==> config.mk <==
export PLATFORM = sky130hd
export DESIGN_NAME = pixel_scan_controller
export DESIGN_NICKNAME = d
export VERILOG_FILES = /design/src/rtl/pixel_scan_controller.sv
export SDC_FILE = /design/constraint.sdc
export NUM_CORES = 1
export LEC_CHECK = 0
export BUFFER_PORTS_ARGS = -buffer_cell sky130_fd_sc_hd__buf_4
export CORE_ASPECT_RATIO = 0.6
export CORE_MARGIN = 2
export CORE_UTILIZATION = 47
export DETAILED_ROUTE_END_ITERATION = 10
export PLACE_DENSITY_LB_ADDON = 0.05
export SYNTH_ARGS = -nofsm -noshare
export SYNTH_HDL_FRONTEND = slang
export SYNTH_SLANG_ARGS = --single-unit
==> constraint.sdc <==
create_clock -name clk -period 1.8 [get_ports clk]
set_input_delay 0.27 -clock clk [delete_from_list [all_inputs] [get_ports clk]]
set_output_delay 0.27 -clock clk [all_outputs]
set_load 0.01 [all_outputs]
==> src/rtl/pixel_scan_controller.sv <==
// Raster readout sequencer: walks the photodiode array, settles, triggers the ADC
// and streams each sample out over valid/ready. Build macro: PIXEL_TEST_PATTERN_EN.
module pixel_scan_controller #(
  parameter int ROWS          = 4,
  parameter int COLS          = 4,
  parameter int PIX_W         = 8,
  parameter int SETTLE_CYCLES = 8,
  parameter int ADC_TIMEOUT   = 255,
  localparam int RW           = $clog2(ROWS),
  localparam int CW           = $clog2(COLS)
) (
  input  logic             clk,
  input  logic             reset,
  input  logic             start,
`ifdef PIXEL_TEST_PATTERN_EN
  input  logic             test_pattern,
`endif
  output logic             busy,
  output logic [RW-1:0]    row_addr,
  output logic [CW-1:0]    col_addr,
  output logic             adc_start,
  input  logic             adc_done,
  input  logic [PIX_W-1:0] adc_data,
  output logic [PIX_W-1:0] px_data,
  output logic             px_valid,
  input  logic             px_ready,
  output logic             px_last,
  output logic             frame_done,
  output logic             adc_fault
);

  localparam int CNT_MAX = (SETTLE_CYCLES > ADC_TIMEOUT) ? SETTLE_CYCLES : ADC_TIMEOUT;
  localparam int CNT_W   = $clog2(CNT_MAX + 1);
  localparam logic [CNT_W-1:0] SETTLE_LAST  = CNT_W'(SETTLE_CYCLES - 1);
  localparam logic [CNT_W-1:0] TIMEOUT_LAST = CNT_W'(ADC_TIMEOUT - 1);
  localparam logic [RW-1:0]    ROW_LAST     = RW'(ROWS - 1);
  localparam logic [CW-1:0]    COL_LAST     = CW'(COLS - 1);

  typedef enum logic [2:0] {
    S_IDLE, S_SETTLE, S_CONVERT, S_WAIT, S_OUTPUT, S_NEXT, S_DONE
  } state_t;

  state_t           state_reg, state_next;
  logic [CNT_W-1:0] cnt_reg, cnt_next;
  logic [RW-1:0]    row_reg, row_next;
  logic [CW-1:0]    col_reg, col_next;
  logic [PIX_W-1:0] px_reg, px_next;
  logic             fault_reg, fault_next;
  logic             last_pix;
`ifdef PIXEL_TEST_PATTERN_EN
  logic             tp_reg, tp_next;
  logic [PIX_W-1:0] pattern;

  assign pattern = PIX_W'(int'(row_reg) * COLS + int'(col_reg));
`endif

  assign last_pix = (row_reg == ROW_LAST) && (col_reg == COL_LAST);

  always_ff @(posedge clk or posedge reset) begin
    if (reset) begin
      state_reg <= S_IDLE;
      cnt_reg   <= '0;
      row_reg   <= '0;
      col_reg   <= '0;
      px_reg    <= '0;
      fault_reg <= 1'b0;
`ifdef PIXEL_TEST_PATTERN_EN
      tp_reg    <= 1'b0;
`endif
    end else begin
      state_reg <= state_next;
      cnt_reg   <= cnt_next;
      row_reg   <= row_next;
      col_reg   <= col_next;
      px_reg    <= px_next;
      fault_reg <= fault_next;
`ifdef PIXEL_TEST_PATTERN_EN
      tp_reg    <= tp_next;
`endif
    end
  end

  always_comb begin
    state_next = state_reg;
    cnt_next   = cnt_reg;
    row_next   = row_reg;
    col_next   = col_reg;
    px_next    = px_reg;
    fault_next = fault_reg;
`ifdef PIXEL_TEST_PATTERN_EN
    tp_next    = tp_reg;
`endif
    busy       = 1'b0;
    adc_start  = 1'b0;
    px_valid   = 1'b0;
    px_last    = 1'b0;
    frame_done = 1'b0;

    case (state_reg)
      S_IDLE: begin
        if (start) begin
          state_next = S_SETTLE;
          cnt_next   = '0;
          row_next   = '0;
          col_next   = '0;
          fault_next = 1'b0;
`ifdef PIXEL_TEST_PATTERN_EN
          tp_next    = test_pattern;
`endif
        end
      end
      S_SETTLE: begin
        busy = 1'b1;
        if (cnt_reg == SETTLE_LAST) begin
          cnt_next   = '0;
          state_next = S_CONVERT;
`ifdef PIXEL_TEST_PATTERN_EN
          // Pattern frames keep the settle timing but bypass the ADC entirely.
          if (tp_reg) begin
            state_next = S_OUTPUT;
            px_next    = pattern;
          end
`endif
        end else begin
          cnt_next = cnt_reg + 1'b1;
        end
      end
      S_CONVERT: begin
        busy       = 1'b1;
        adc_start  = 1'b1;
        cnt_next   = '0;
        state_next = S_WAIT;
      end
      S_WAIT: begin
        busy = 1'b1;
        if (adc_done) begin
          px_next    = adc_data;
          state_next = S_OUTPUT;
        end else if (cnt_reg == TIMEOUT_LAST) begin
          // A dead converter must not stall the frame: emit zero and flag it.
          px_next    = '0;
          fault_next = 1'b1;
          state_next = S_OUTPUT;
        end else begin
          cnt_next = cnt_reg + 1'b1;
        end
      end
      S_OUTPUT: begin
        busy     = 1'b1;
        px_valid = 1'b1;
        px_last  = last_pix;
        if (px_ready) begin
          if (last_pix) begin
            state_next = S_DONE;
            row_next   = '0;
            col_next   = '0;
          end else begin
            state_next = S_NEXT;
          end
        end
      end
      S_NEXT: begin
        busy       = 1'b1;
        cnt_next   = '0;
        state_next = S_SETTLE;
        if (col_reg == COL_LAST) begin
          col_next = '0;
          row_next = row_reg + 1'b1;
        end else begin
          col_next = col_reg + 1'b1;
        end
      end
      S_DONE: begin
        frame_done = 1'b1;
        state_next = S_IDLE;
      end
      default: state_next = S_IDLE;
    endcase
  end

  assign row_addr  = row_reg;
  assign col_addr  = col_reg;
  assign px_data   = px_reg;
  assign adc_fault = fault_reg;

endmodule

==> results of run 1 <==
-- routing by layer --
layer / part of all wire [%] / up-vias
met5: 0 / -
met4: 0.26 / 0
met3: 8.2 / 2
met2: 43 / 61
met1: 48 / 583
li1: - / 578
-- stage by stage --
step           hold WS, ps  std cells  TNS, ps  utilization, %
3_5_place_dp         341.2        196        0           62.20
3_3_place_gp         337.6        196        0           62.20
4_1_cts              49.48        200        0           64.97
6_report             43.46        200        0           65.40
2_1_floorplan        284.6        133        0               -
5_1_grt              67.43        200   -55.94           65.40
-- logic make-up (layout without fill, tap and decap cells) --
kind of cell / Yosys count / in the layout / share of synthesized area (%)
and+or+nand+nor: 53 / 53 / 22.05
AOI/OAI and AO/OA: 41 / 41 / 23.77
DFF: 24 / 24 / 45.63
buffers and inverters: 9 / 44 / 3.042
adders and majority gates: 4 / 4 / 3.802
muxes: 2 / 2 / 1.711
-- power breakdown --
group,switching (mW),internal (mW)
combinational,0.487,0.475
sequential,0.142,0.680
clock,0.177,0.297
total,0.806,1.45
-- cell usage after synthesis --
| cell type | n |
|---|---|
| nor3_2 | 1 |
| o31ai_1 | 1 |
| nand3_1 | 6 |
| or3_1 | 1 |
| nor3_1 | 4 |
| inv_1 | 4 |
| nor4_1 | 2 |
| mux2_2 | 2 |
| nand2_1 | 7 |
| o31ai_2 | 1 |
| nor2_1 | 11 |
| nand3b_1 | 1 |
| a41o_2 | 1 |
| o22ai_1 | 5 |
| and3_1 | 7 |
| and4_4 | 1 |
| nand4_1 | 1 |
| o211ai_1 | 1 |
| clkbuf_1 | 2 |
| dfrtp_1 | 24 |
| o21ai_1 | 2 |
| or4b_1 | 1 |
| o21ai_0 | 7 |
| a21oi_2 | 2 |
| a21boi_2 | 1 |
| o211a_1 | 1 |
| nand2b_1 | 5 |
| nor2b_1 | 3 |
| buf_2 | 2 |
| a32oi_1 | 1 |
| a22o_1 | 14 |
| buf_4 | 1 |
| nor3b_1 | 2 |
| a21oi_1 | 2 |
| a211o_1 | 1 |
| o31a_1 | 1 |
| ha_1 | 4 |
-- worst reg2reg max path: cells and delay by family, from the launching register on --
| family | cells | cell delay (ps) |
|---|---|---|
| compound gates | 2 | 280 |
| fa+ha+maj | 1 | 170 |
| buf+inv | 1 | 100 |
| flops | 1 | 410 |
| simple gates | 2 | 630 |
-- area by class of cell --
| type | count | area (µm²) | share of cell area, % |
|---|---|---|---|
| Multi-Input combinational cell | 100 | 686.9 | 40.79 |
| Sequential cell | 24 | 600.6 | 35.66 |
| Timing Repair Buffer | 36 | 270.3 | 16.05 |
| Clock buffer | 3 | 41.29 | 2.452 |
| Tap cell | 32 | 40.04 | 2.377 |
| Clock inverter | 1 | 30.03 | 1.783 |
| Inverter | 4 | 15.01 | 0.8915 |
-- how the worst max path moves through the flow --
stage | start | endpoint | slack [ps] | cells after the start
floorplan | cnt_reg[0] | px_data[0] | 150 | 7
global placement | cnt_reg[0] | px_data[3] | 70 | 6
detailed placement | cnt_reg[0] | px_data[5] | 10 | 6
CTS | cnt_reg[0] | px_data[0] | 6 | 6
global route | cnt_reg[0] | cnt_reg[3] | -20 | 6
finish | cnt_reg[0] | px_data[0] | 100 | 6
==> results.json, run 1 <==
{
  "cp_data_arrival_time_ps": 1860,
  "critPathMaxFanout": 9,
  "powerDensity_nw_per_um2": 1341,
  "diodes": 0,
  "ir_worst_vdd_mv": 0.8120,
  "cts-root-buf": "clkbuf_8",
  "layout.nets": 186,
  "hold_buffers": 0,
  "critPathRequiredTime_ps": 1960,
  "area_growth_pct": 27.95,
  "grt_setup_unrepaired": "true",
  "cts_buffer_depth": 2,
  "cp_slowest_cell": "or3_4",
  "grt_util_met1_pct": 31.05,
  "cp-start-kind": "flop",
  "yosys-top-cells-area": "dfrtp_1 46%, a22o_1 9.3%, ha_1 3.8%",
  "syn_nets": 150,
  "die_y_um": 44.99,
  "rows": 14,
  "met3_usage_pct": 6.027,
  "drt_iter0_markers": 89,
  "top_usage_layer": "met2",
  "initial_core_util_pct": 51.12,
  "crit_type": "reg -> reg",
  "p_leak_nw": 0.8477,
  "grt_remaining_overflow": 0,
  "crit_chain": "inv_1 > ha_1 > and3_1 > a21oi_2 > or3_4 > a22o_1",
  "post-dp-hpwl_mm": 2.259,
  "ios": 31,
  "setup_violations": 0,
  "hold_class": "in -> async",
  "cpPeakStageDelay_ps": 420,
  "vias": 1224,
  "wl_per_cell_um": 15.54,
  "die_w_um": 72.32,
  "final_cell_mix": "36 x buf_4, 24 x dfrtp_1, 14 x a22o_1",
  "synth_cell_types": 37,
  "grt_pass1_wl_mm": 5.154,
  "status": "finished clean",
  "max_freq_mhz": 586.9,
  "layout_setup_ws_ps": 96.04,
  "post_route_cells_drive_above_1_share_pct": 30.36,
  "core_area_um2": 2575,
  "finalInstanceArea_um2": 1684,
  "cts.clk_slew.worst_paths_ps": 90,
  "finalClockSkew_ps": 1.609,
  "yosysWarningCount": 0,
  "max-slew-margin-rel_pct": 66.80,
  "track_usage_pct": 20.86,
  "grt_use_met2_pct": 31.38,
  "cpLargestDelayFamily": "simple AND/OR/NAND/NOR gates",
  "synth_area_per_cell_um2": 9.897,
  "crit_buf_inv": 1,
  "ctsResizeCount": 0,
  "antenna_left": 0,
  "drtPass1Iterations": 4,
  "place_congestion": 0.8880,
  "cts_tree": "done",
  "fin_total_pwr_mw": 2.258,
  "finalCritPeriodShare_pct": 94.66,
  "worst_pin_slew_ps": 495.4,
  "cts.sinks": 24,
  "drt-total-wl_mm": 3.107,
  "vias_per_cell": 6.120,
  "worstRegToRegCells": 6,
  "drv_slew": 0,
  "synth_top_area_share_pct": 45.63,
  "antenna_found_initial": 0,
  "hold_viol": 0,
  "drv_cap": 0,
  "mostFrequentLayoutCell": "buf_4",
  "ys_seq_elements": 24,
  "dpl_cell_area_um2": 1602,
  "grt_max_degree": 25,
  "dp_slack_ps": 10.00,
  "io_buffers": 30,
  "netlist_area_um2": 1316,
  "r2r_end": "px_data[0]",
  "yosysSeqAreaShare_pct": 45.63,
  "postCtsSetupRepairBufs": 0,
  "grt_pass1_vias": 1098,
  "regToRegSetupSlack_ps": 100,
  "yosys.area.top_type": "dfrtp_1",
  "fin_crit_ps": 1704,
  "die_area_um2": 3254,
  "crit_path_end_kind": "flop",
  "htreeDepth": 1,
  "numCtsBuffers": 3,
  "drc": 0,
  "clock_latency_ps": 270,
  "syn_inst": 133,
  "fill_cells": 215,
  "rr_startpoint": "cnt_reg[0]"
}
No activity file was read; power rests on OpenSTA's default activity.
==> run 2, diff against run 1 <==
--- a/config.mk
+++ b/config.mk
@@ -8,9 +8,10 @@
 export BUFFER_PORTS_ARGS = -buffer_cell sky130_fd_sc_hd__buf_4
 export CORE_ASPECT_RATIO = 0.6
 export CORE_MARGIN = 2
-export CORE_UTILIZATION = 47
+export CORE_UTILIZATION = 30
 export DETAILED_ROUTE_END_ITERATION = 10
 export PLACE_DENSITY_LB_ADDON = 0.05
+export RECOVER_POWER = 25
 export SYNTH_ARGS = -nofsm -noshare
 export SYNTH_HDL_FRONTEND = slang
 export SYNTH_SLANG_ARGS = --single-unit
==> run 2 against run 1 <==
Against the previous run:
- worst setup slack worse by 69 ps
- clock power up 3%
- sequential share of layout area down 0.98 points
- largest cell class unchanged
- largest power group unchanged
==> results.json, run 2 (synthesis results as in run 1) <==
{
  "post-dp-hpwl_mm": 2.525,
  "drt-total-wl_mm": 3.355,
  "rows": 18,
  "grt_pass1_vias": 1133,
  "setup_violations": 0,
  "die_w_um": 89.52,
  "combinationalPowerShare_pct": 43.2,
  "fin_util_pct": 41.65,
  "mostFrequentLayoutCell": "buf_4",
  "p_leak_nw": 0.8514,
  "fin_total_pwr_mw": 2.298,
  "status": "finished clean",
  "core_area_um2": 4167,
  "hold_buffers": 0,
  "ir_worst_vdd_mv": 0.4567,
  "wl_met3_um": 266,
  "cpPeakStageDelay_ps": 480,
  "wl_per_cell_um": 14.52,
  "diodes": 0,
  "critPathRequiredTime_ps": 1960,
  "clock_latency_ps": 270,
  "highest_layer": "met4",
  "swShare_pct": 35.93,
  "switchingPower_uw": 825.6,
  "pwr-share-clk_pct": 21.1,
  "drv_slew": 0,
  "antenna_found_initial": 0,
  "p_int_mw": 1.472,
  "hold_class": "in -> reg",
  "register_area_um2": 601.8,
  "dp_slack_ps": -0.2648,
  "vias_per_cell": 5.177,
  "ios": 31,
  "pwr-share-seq_pct": 35.6,
  "grt_remaining_overflow": 0,
  "place_congestion": 0.9018,
  "critPathMaxFanout": 8,
  "multiInputGateArea_um2": 683.2,
  "cp-start-kind": "flop",
  "finalCritPeriodShare_pct": 98.49,
  "cp_slowest_cell": "dfrtp_1",
  "hold_viol": 0,
  "postCtsSetupRepairBufs": 0,
  "post_route_cells_drive_above_1_share_pct": 31.58,
  "worst_pin_slew_ps": 1333,
  "die_y_um": 55.31,
  "layout_setup_ws_ps": 27.17,
  "io_buffers": 30,
  "max_freq_mhz": 564.1,
  "initial_core_util_pct": 31.59,
  "cts_buffer_depth": 2,
  "grt_setup_unrepaired": "true",
  "finalSetupTns_ps": 0,
  "drt_iter0_markers": 51,
  "grt_max_degree": 25,
  "crit_type": "reg -> reg",
  "fill_cells": 412,
  "drt-met1-wl_mm": 1.734,
  "track_usage_pct": 14.62,
  "drc": 0,
  "grt_pass1_wl_mm": 5.589,
  "drv_cap": 0,
  "max-slew-margin-rel_pct": 11.13,
  "htreeDepth": 1,
  "cts.clk_slew.worst_paths_ps": 90,
  "die_area_um2": 4951,
  "wl_met2_mm": 1.342,
  "powerDensity_nw_per_um2": 1324,
  "cp_data_arrival_time_ps": 1930,
  "numCtsBuffers": 3,
  "cts-root-buf": "clkbuf_8",
  "cts.sinks": 24,
  "drtPass1Iterations": 4,
  "finalClockSkew_ps": 4.653,
  "layout.nets": 189,
  "vias": 1196,
  "crit_path_end_kind": "flop",
  "final_cell_mix": "37 x buf_4, 23 x dfrtp_1, 14 x a22o_1",
  "crit_buf_inv": 0,
  "fin_crit_ps": 1773,
  "antenna_left": 0,
  "cts_tree": "done",
  "area_growth_pct": 31.84,
  "crit_chain": "nor4_1 > a41o_2 > a21oi_2 > a211o_1",
  "cpLargestDelayFamily": "compound AO/OA/AOI/OAI gates"
}
-- run 2: what timing repair did --
item	4_1_cts	5_1_grt
hold endpoints to repair	0	0
pin swaps	0	0
setup endpoints to repair	1	8
resized for setup	1	2
-- run 2: worst paths after layout --
| check | start | endpoint | slack (ps) | cells after the start |
|---|---|---|---|---|
| worst max-delay path | state_reg[1] | state_reg[0] | 30 | 4 |
| worst min-delay path | adc_data[7] | px_data[7] | 210 | 2 |
| worst max register to register | state_reg[1] | state_reg[0] | 30 | 4 |
| worst min register to register | adc_fault | adc_fault | 510 | 2 |
| max in group asynchronous | reset | state_reg[0] | 490 | 3 |
| min in group asynchronous | reset | px_data[4] | 430 | 3 |
-- run 2: layer usage --
layer	vias to the layer above	global-route usage, %
met5	-	0
met2	38	19.26
met4	0	2.345
met1	578	23.47
met3	2	4.484
li1	578	-
-- run 2: cell type report --
type	instances	area share, %
flip-flops and latches	24	34.68
multi-input cells	100	39.37
repair buffers	39	16.65
well taps	60	4.326
inverters	4	0.8652
clock inverters	1	1.730
clock buffers	3	2.379
-- run 2: stage by stage --
stage | cell area [µm²] | hold WS (ps) | cells
2_1_floorplan | 1316 | 284.6 | 133
3_3_place_gp | 1659 | 348.0 | 227
3_5_place_dp | 1659 | 352.3 | 227
4_1_cts | 1735 | 47.93 | 231
5_1_grt | 1735 | 200.4 | 231
6_report | 1735 | 214.3 | 231
-- run 2: power groups by stage --
stage / clock network [mW] / logic, mW / registers (mW)
CTS: 0.499 / 0.997 / 0.816
global placement: 0 / 0.980 / 0.824
detailed placement: 0 / 0.995 / 0.824
global route: 0.535 / 1.08 / 0.843
floorplan: 0 / 0.559 / 0.831
finish: 0.486 / 0.994 / 0.818
